### config.mk
export PLATFORM = sky130hd
export DESIGN_NAME = instr_mem_encoder
export DESIGN_NICKNAME = d
export VERILOG_FILES = /design/src/rtl/instr_mem_encoder.sv
export SDC_FILE = /design/constraint.sdc
export NUM_CORES = 1
export LEC_CHECK = 0
export BUFFER_PORTS_ARGS = -buffer_cell sky130_fd_sc_hd__buf_4
export CAP_MARGIN = 40
export CORE_MARGIN = 2
export CORE_UTILIZATION = 45
export DETAILED_ROUTE_END_ITERATION = 6
export PLACE_DENSITY = 0.86
export RECOVER_POWER = 25
export SLEW_MARGIN = 20
export SYNTH_ARGS = -nofsm -noshare
export SYNTH_HDL_FRONTEND = slang
export SYNTH_SLANG_ARGS = --single-unit
### constraint.sdc
create_clock -name clk -period 3.25 [get_ports clk]
set_clock_uncertainty 0.1 [all_clocks]
set_input_delay 0.325 -clock clk [delete_from_list [all_inputs] [get_ports clk]]
set_output_delay 0.325 -clock clk [all_outputs]
set_load 0.05 [all_outputs]
### src/rtl/instr_mem_encoder.sv
// Builds 32-bit MIPS instruction words from field-level requests and streams them
// into instruction memory through a registered write port behind a LOAD/DONE pointer FSM.
//
// state  | meaning
// S_IDLE | after reset, no load started, requests ignored
// S_LOAD | accepting requests, one imem write per legal transfer
// S_DONE | load ended by stop or by the final word, requests ignored until start
module instr_mem_encoder #(
    parameter int ADDR_W    = 8,
    parameter int DEPTH     = 256,
    parameter int BASE_ADDR = 0
) (
    input  logic              clk,
    input  logic              reset,
    input  logic              start,
    input  logic              stop,
    input  logic              in_valid,
    output logic              in_ready,
    input  logic [2:0]        op_sel,
    input  logic [4:0]        rs,
    input  logic [4:0]        rt,
    input  logic [4:0]        rd,
    input  logic [4:0]        shamt,
    input  logic [5:0]        funct,
    input  logic [15:0]       imm,
    input  logic [25:0]       target,
    output logic              imem_we,
    output logic [ADDR_W-1:0] imem_addr,
    output logic [31:0]       imem_wdata,
    output logic [ADDR_W:0]   count,
    output logic              done,
    output logic              err
);

    localparam logic [1:0] S_IDLE = 2'd0;
    localparam logic [1:0] S_LOAD = 2'd1;
    localparam logic [1:0] S_DONE = 2'd2;

    localparam logic [ADDR_W-1:0] BASE     = ADDR_W'(BASE_ADDR);
    localparam logic [ADDR_W:0]   LAST_CNT = (ADDR_W+1)'(DEPTH - 1);

    logic [1:0]        r_state;
    logic [ADDR_W-1:0] r_wptr;
    logic [ADDR_W:0]   r_count;
    logic              r_we;
    logic [ADDR_W-1:0] r_addr;
    logic [31:0]       r_wdata;
    logic              r_err;

    logic        w_xfer;
    logic        w_legal;
    logic        w_last;
    logic [31:0] w_enc;

    assign in_ready = (r_state == S_LOAD);
    assign w_xfer   = in_valid & in_ready;
    assign w_legal  = (op_sel != 3'd7);
    assign w_last   = (r_count == LAST_CNT);

    always_comb begin
        w_enc = '0;
        case (op_sel)
            3'd0:    w_enc = {6'b000000, rs, rt, rd, shamt, funct};
            3'd1:    w_enc = {6'b100011, rs, rt, imm};
            3'd2:    w_enc = {6'b101011, rs, rt, imm};
            3'd3:    w_enc = {6'b000100, rs, rt, imm};
            3'd4:    w_enc = {6'b001000, rs, rt, imm};
            3'd5:    w_enc = {6'b000101, rs, rt, imm};
            3'd6:    w_enc = {6'b000010, target};
            default: w_enc = '0;
        endcase
    end

    // start has priority over any same-cycle stop or transfer
    always_ff @(posedge clk) begin
        if (reset) begin
            r_state <= S_IDLE;
            r_wptr  <= BASE;
            r_count <= '0;
            r_we    <= 1'b0;
            r_addr  <= '0;
            r_wdata <= '0;
            r_err   <= 1'b0;
        end else begin
            r_we  <= 1'b0;
            r_err <= 1'b0;
            if (start) begin
                r_state <= S_LOAD;
                r_wptr  <= BASE;
                r_count <= '0;
            end else if (w_xfer) begin
                if (w_legal) begin
                    r_we    <= 1'b1;
                    r_addr  <= r_wptr;
                    r_wdata <= w_enc;
                    r_count <= r_count + (ADDR_W+1)'(1);
                    // the pointer parks on the final slot instead of running past it
                    if (w_last) r_state <= S_DONE;
                    else        r_wptr  <= r_wptr + ADDR_W'(1);
                end else begin
                    r_err <= 1'b1;
                end
                if (stop) r_state <= S_DONE;
            end else if (stop && (r_state == S_LOAD)) begin
                r_state <= S_DONE;
            end
        end
    end

    assign imem_we    = r_we;
    assign imem_addr  = r_addr;
    assign imem_wdata = r_wdata;
    assign count      = r_count;
    assign done       = (r_state == S_DONE);
    assign err        = r_err;

endmodule

Word-level counts from Yosys, hierarchy flattened
Index checks and enable logic that the tools add are counted.

Divide/modulo/power cells: 0. Equality and inequality tests: 14. Reductions and logical operators: 11. Bitwise operators: 4. Add/sub/neg operators: 2. Shift-type cells: 0. Multipliers: 0. Multiplexer cells: 9. Magnitude comparators: 0.

Operators by type and width (number): one-hot mux 32 bit (7 select lines) (1); AND reduction 3 bit (4); 2-to-1 mux 2 bit (5); adder 9 x 1 -> 9 bit (second input constant) (1); equality test 3 bit (second input constant) (3); equality test 9 x 8 -> 1 bit (second input constant) (1); adder 8 x 1 -> 8 bit (second input constant) (1); inequality test 4 x 3 -> 1 bit (second input constant) (2); equality test 3 x 2 -> 1 bit (second input constant) (2); inequality test 3 x 2 -> 1 bit (second input constant) (2); equality test 3 x 1 -> 1 bit (second input constant) (1); logical NOT 3 bit (1); 2-to-1 mux 1 bit (3); inequality test 3 bit (second input constant) (1); NOT 1 bit (3); nonzero test 3 bit (1); OR reduction 3 bit (1); equality test 2 x 1 -> 1 bit (second input constant) (1); equality test 2 bit (second input constant) (1); AND reduction 2 bit (1); nonzero test 2 bit (1); OR reduction 2 bit (1); bitwise AND 1 bit (1); logical AND 1 bit (1).

Output and inout port bits: 53. Input bits: 76. Latch bits: 0. Bits in read-only memories: 0. Word-level logic and storage cells: 48. RAM bits: 0. Register bits: 61. Memories: 0.

Longest topological paths before layout
Gate-level depths: netlist (run 1).

Depth after elaboration: 6. Mapped depth: 7. Gate-level depth less buffers: 7.

Worst setup path after synthesis (run 1)
Ideal clock, no wire load.

Path type: reg2reg. From: register r_count[0] (netlist: count[0]). To: register r_wptr[3]. Required time: 3.080 ns. Clock period less this slack: 2.055 ns. Cell stages (with the launch flop): 8. Setup slack: 1.195 ns. Arrival: 1.885 ns. Cell sequence: dfxtp_1 ha_1 nand3_1 nor2_1 ha_1 nand3b_1 or4_1 a21oi_1.

Longest elaborated chain between the ends: 3.

Ends and longest elaborated chain: start, declared (RTL line 44) `logic [ADDR_W:0] r_count;`; start signal, assigned (RTL line 96) `r_count <= r_count + (ADDR_W+1)'(1);`; equality test 9 x 8 -> 1 bit (RTL line 58) `assign w_last = (r_count == LAST_CNT);`; NOT 1 bit (no source line); AND reduction 3 bit (no source line); end signal, assigned (RTL line 99) `else r_wptr <= r_wptr + ADDR_W'(1);`; end, declared (RTL line 43) `logic [ADDR_W-1:0] r_wptr;`.

Every way passes these cells. A chain may end at the register's enable or synchronous reset.

Worst setup path in the final report (run 1)
Same ends and word-level chain as after synthesis.

==> impl_metrics.tcl, run 1 <==
set metrics [dict create \
    slowest_stage "or4_1" \
    place_hpwl_um 6520 \
    pwr-share-seq_pct 44.7 \
    port_buffers 127 \
    grt_use_total_pct 26.0 \
    cp_cell_sequence "ha_1, nand3_1, nor2_1, ha_1, nand3b_1, or4_1, a21oi_1" \
    path_max_fanout 7 \
    cp.required_ns 3.42 \
    irDropWorstVdd_v 0.000199 \
    cp_num_buf_inv 0 \
    via_per_inst 6.25 \
    synth_top_area_share_pct 37.9 \
    maxSlewHeadroom_pct 54.9 \
    start_util_pct 46.6 \
    cts_root_buffer "clkbuf_8" \
    p_leak_nw 1.46 \
    drive_above_1_share_pct 26.0 \
    synth.most_common_cell "dfxtp_1" \
    yosys_warnings 0 \
    p_int_mw 1.22 \
    synth_cell_types 41 \
    grtUsageMet3_pct 5.84 \
    fp-row-count 30 \
    final_area_um2 4150 \
    synth_area_leaders "dfxtp_1 (38%), a31oi_1 (8.7%), a311oi_1 (7.7%)" \
    top_usage_layer "met2" \
    die_x_um 87.9 \
    antenna_found_initial 0 \
    cp-start-kind "register" \
    synth-edff-count 0 \
    num_io_pins 129 \
    max_freq_mhz 506 \
    gr-total-overflow 0 \
    synth_cells 372 \
    ctsResizeCount 0 \
    synth.avg_cell_area_um2 8.51 \
    switching_share_pct 29.2 \
    grt_pass1_vias 3337 \
    clkSinkCount 60 \
    num_vias 3554 \
    drcViolationCount 0 \
    rsz0062_at_grt "false" \
    ant_nets 0 \
    finalNetCount 547 \
    p_sw_mw 0.501 \
    drt-initial-drc-count 229 \
    setup_viol 0 \
    clock_path_buffers 2 \
    wl_per_cell_um 17.5 \
    gp_congestion 0.860 \
    met2_usage_pct 43.8 \
    cts_tree "done" \
    core_um2 6790 \
    path_common_cell "ha_1" \
    finalCriticalPeriod_ns 1.98 \
    wirelength_um 9940 \
    area_growth_pct 31.0 \
    ys.flop_type "dfxtp_1" \
    status "completed" \
    pwr-share-clk_pct 36.4 \
    max_cap_violations 0 \
    syn-num-nets 451 \
    die_y_um 87.9 \
    min_path_type "primary input to register" \
    cp-end-kind "register" \
    grt_pass1_wl_um 15600 \
    finalSetupTns_ns 0 \
    cts_setup_buffers 0 \
    clk_pin_slew_ns 0.07 \
    criticalPathCategory "register to register" \
    slew_violations 0 \
    utilization_pct 61.0 \
    p_total_mw 1.72 \
    p_per_area_nw_per_um2 414 \
    grt_max_degree 51 \
    ys_seq_area_share_pct 37.9 \
    cts_hold_buf 0 \
    synth_top_area_cell "dfxtp_1" \
    combPwrFrac_pct 18.9 \
    holdWs_ns 0.164 \
    cpPeakStageDelay_ns 0.42 \
    clk_latency_ns 0.34 \
    dr.pass1.iters 4 \
    synthesis.area_um2 3170 \
    dpl_cell_area_um2 4060 \
    grt_use_met1_pct 32.0 \
    synth_seq_cells 60 \
    min_period_over_period_pct 60.8 \
    cts.htree.levels 3 \
    diodes 0 \
    hold_violations 0 \
    crit_family "simple AND/OR/NAND/NOR gates" \
    worstMarginPinSlew_ns 0.674 \
    ys_top_cells_by_count "dfxtp_1 (60), a31oi_1 (44), a311oi_1 (28), clkbuf_1 (25), nand2_1 (24)" \
    arrival_ns 2.15 \
    die_area_um2 7720 \
    cts_buffers 9 \
    async_flop_share_pct 0 \
]
## cells by family after synthesis
kind of cell	Yosys count	share of synthesized area, %
AND/OR/NAND/NOR	132	26.3
AO/OA/AOI/OAI	115	23.9
flip-flops	60	37.9
buffers and inverters	51	7.43
multiplexers	8	2.53
adder cells (fa/ha/maj)	3	1.19
XOR/XNOR	2	0.553
other	1	0.118
## power by group through the flow
stage,Sequential [mW],Combinational [mW],Clock (mW)
after floorplan,0.837,0.148,0
after global placement,0.783,0.318,0
after detailed placement,0.784,0.327,0
after CTS,0.768,0.328,0.626
after global routing,0.769,0.344,0.665
final,0.768,0.324,0.625
## layout by cell type (no fill, tap or decap), drive strengths merged
cell type	Yosys	final
o31a	1	1
nand4b	12	12
o31ai	5	5
nand4	10	10
and3	1	1
nor4	7	7
nand3	23	23
clkbuf	25	43
a31oi	44	44
nand2b	3	3
ha	3	3
clkinv	0	1
nand2	24	24
xor2	1	1
buf	23	105
or4	5	5
a21oi	22	22
mux2i	8	8
nand4bb	2	2
inv	3	3
a311oi	28	28
xnor2	1	1
or3b	1	1
conb	1	1
o21a	1	1
nor2	3	3
nor3b	2	2
dfxtp	60	60
or3	10	10
and3b	1	1
nor4b	18	18
nor2b	3	3
or2	1	1
o21ai	13	13
nor3	4	4
a21o	1	1
nand3b	2	2
## through the flow
stage	cells	worst slack [ns]
2_1_floorplan	372	1.19
3_3_place_gp	551	1.00
3_5_place_dp	552	1.20
4_1_cts	568	1.29
5_1_grt	569	1.13
6_report	569	1.27
## state kept, by name (all words and copies together), names as in the netlist
signal and flops:
r_wptr 8, imem_addr 8, count 9, imem_we 1, r_state 2, imem_wdata 31
err 1
## layout make-up
class	instances	area [um^2]
inverters	3	11.3
fillers	630	2650
flip-flops and latches	60	1200
clock buffers	15	176
multi-input cells	261	1730
clock inverters	1	5.00
well taps	96	120
repair buffers	133	905
## per-layer routing
layer / vias up / routed length [um]
met3: 20 / 812
met4: 0 / 208
met1: 1691 / 3970
li1: 1652 / -
met2: 191 / 4940
met5: - / 0
## path summary, 6_finish.rpt
path                                        startpoint                          end  slack [ns]  cells after the start
worst max register to register   count[0]$_SDFFE_PP0P_       r_wptr[3]$_SDFFE_PP0P_        1.27                      7
worst min-delay path                             rs[4]  imem_wdata[25]$_SDFFE_PP0P_        0.16                      3
worst max-delay path             count[0]$_SDFFE_PP0P_       r_wptr[3]$_SDFFE_PP0P_        1.27                      7
worst min register to register  r_wptr[7]$_SDFFE_PP0P_       r_wptr[7]$_SDFFE_PP0P_        0.38                      2
## tightest hold or removal path: stages
cell and delay [ns]:
buf_4 0.11, nand2_1 0.05, a311oi_1 0.07
Note: power is estimated with default switching activity, not from simulation.
==> run 2: changes to the inputs <==
- clock period: 3.25 -> 2.04 ns (I/O delays scaled with it)
==> run 2 against run 1 <==
Effect of this change:
- largest power group unchanged
- power grew 56%
- global-route usage is essentially flat
- via count shrank 0.73%
- critical path type unchanged
- fmax grew 4.7%
- register-to-register slack lost 1.1 ns
- final cell count grew 2.3%
- worst setup slack lost 1.1 ns
- count of clock-buffer cells in the layout shrank 1
- combinational power grew 66%
- sequential share of layout area shrank 0.66 points
==> impl_metrics.tcl, run 2 (synthesis gave the netlist of run 1 again) <==
set metrics [dict create \
    status "completed" \
    hold_violations 0 \
    diodes 0 \
    port_buffers 127 \
    finalSetupTns_ns 0 \
    criticalPathCategory "register to register" \
    finalCriticalPeriod_ns 1.89 \
    p_per_area_nw_per_um2 629 \
    utilization_pct 62.5 \
    cp.required_ns 2.21 \
    slowest_stage "or4_1" \
    cp_num_buf_inv 0 \
    regArea_um2 1200 \
    cp-end-kind "register" \
    grt_use_met1_pct 31.4 \
    drive_above_1_share_pct 28.8 \
    final_common_cell "buf_4" \
    fillers 646 \
    setup_viol 0 \
    wl_per_cell_um 17.2 \
    max_freq_mhz 530 \
    area_growth_pct 34.2 \
    cts_root_buffer "clkbuf_8" \
    clkSinkCount 60 \
    start_util_pct 46.6 \
    largest_reg_flops 31 \
    layout_common_cells "buf_4 (118), dfxtp_1 (59), a31oi_1 (44)" \
    clock_path_buffers 2 \
    max_cap_violations 0 \
    cp-start-kind "register" \
    arrival_ns 2.06 \
    gp_congestion 0.873 \
    grt_use_total_pct 25.9 \
    drt-initial-drc-count 211 \
    rsz0062_at_grt "false" \
    min_path_type "primary input to register" \
    die_area_um2 7720 \
    crit_family "simple AND/OR/NAND/NOR gates" \
    cpPeakStageDelay_ns 0.42 \
    worstMarginPinSlew_ns 0.695 \
    irDropWorstVdd_v 0.000324 \
    die_x_um 87.9 \
    clk_latency_ns 0.34 \
    num_vias 3528 \
    path_max_fanout 7 \
    dr.pass1.iters 5 \
    cts_tree "done" \
    drcViolationCount 0 \
    met2_usage_pct 42.2 \
    die_y_um 87.9 \
    grt_pass1_wl_um 15700 \
    antenna_found_initial 0 \
    clk_pin_slew_ns 0.06 \
    top_usage_layer "met2" \
    ant_nets 0 \
    fp-row-count 30 \
    p_leak_nw 1.53 \
    finalNetCount 560 \
    cp_cell_sequence "ha_1, nand3_1, nor2_1, ha_2, nand3b_1, or4_1, a21oi_1" \
    multi_input_area_um2 1740 \
    core_um2 6790 \
    cts.htree.levels 3 \
    cts_hold_buf 0 \
    maxSlewHeadroom_pct 53.6 \
    cts_buffers 9 \
    grt_max_degree 51 \
    num_io_pins 129 \
    cts_setup_buffers 0 \
    min_period_over_period_pct 92.6 \
    via_per_inst 6.06 \
    place_hpwl_um 7030 \
    slew_violations 0 \
    wirelength_um 10000 \
    gr-total-overflow 0 \
    grtUsageMet3_pct 7.16 \
    grt_pass1_vias 3379 \
]
run 2: repair_timing:
| item | 4_1_cts | 5_1_grt |
|---|---|---|
| setup endpoints to repair | 0 | 5 |
| gates resized for setup | 0 | 2 |
| endpoints found under the hold margin | 0 | 0 |
run 2: cell type report:
cell class | instances | area share [%]
Clock buffer | 14 | 3.59
Inverter | 3 | 0.265
Multi-Input combinational cell | 261 | 40.9
Clock inverter | 2 | 0.236
Sequential cell | 60 | 28.3
Tap cell | 96 | 2.83
Timing Repair Buffer | 146 | 23.9
run 2: final timing paths:
check,start,endpoint,slack [ns],cells past startpoint
max,count[0]$_SDFFE_PP0P_,r_wptr[3]$_SDFFE_PP0P_,0.15,7
min,rs[0],imem_wdata[21]$_SDFFE_PP0P_,0.04,3
max reg2reg,count[0]$_SDFFE_PP0P_,r_wptr[3]$_SDFFE_PP0P_,0.15,7
min reg2reg,imem_wdata[28]$_SDFFE_PP0P_,imem_wdata[28]$_SDFFE_PP0P_,0.38,2
run 2: per-layer routing:
metal	wire length (um)	vias up
met2	4860	167
met5	0	-
met3	954	28
met1	3910	1659
met4	295	0
li1	-	1674
run 2: through the flow:
step	setup slack (ns)	hold slack (ns)	power [mW]	instance area (um^2)	instances
finish	0.152	0.0438	2.67	4250	582
global route	0.00535	0.0504	2.77	4250	582
CTS	0.0838	0.0321	2.70	4340	582
detailed placement	0.104	0.365	1.79	4180	566
global placement	0.132	0.360	1.78	4160	565
floorplan	0.00959	0.264	1.57	3170	372
run 2: report_power, final:
part	internal [mW]	leakage, nW	switching (mW)
clock network	0.472	0.0844	0.441
registers	1.20	0.486	0.0188
logic	0.215	0.955	0.324
run 2: worst register-to-register path: stages, from the launching register on:
cell and delay [ns]:
dfxtp_2 0.34, ha_1 0.24, nand3_1 0.09, nor2_1 0.05, ha_2 0.21, nand3b_1 0.22
or4_1 0.42, a21oi_1 0.15
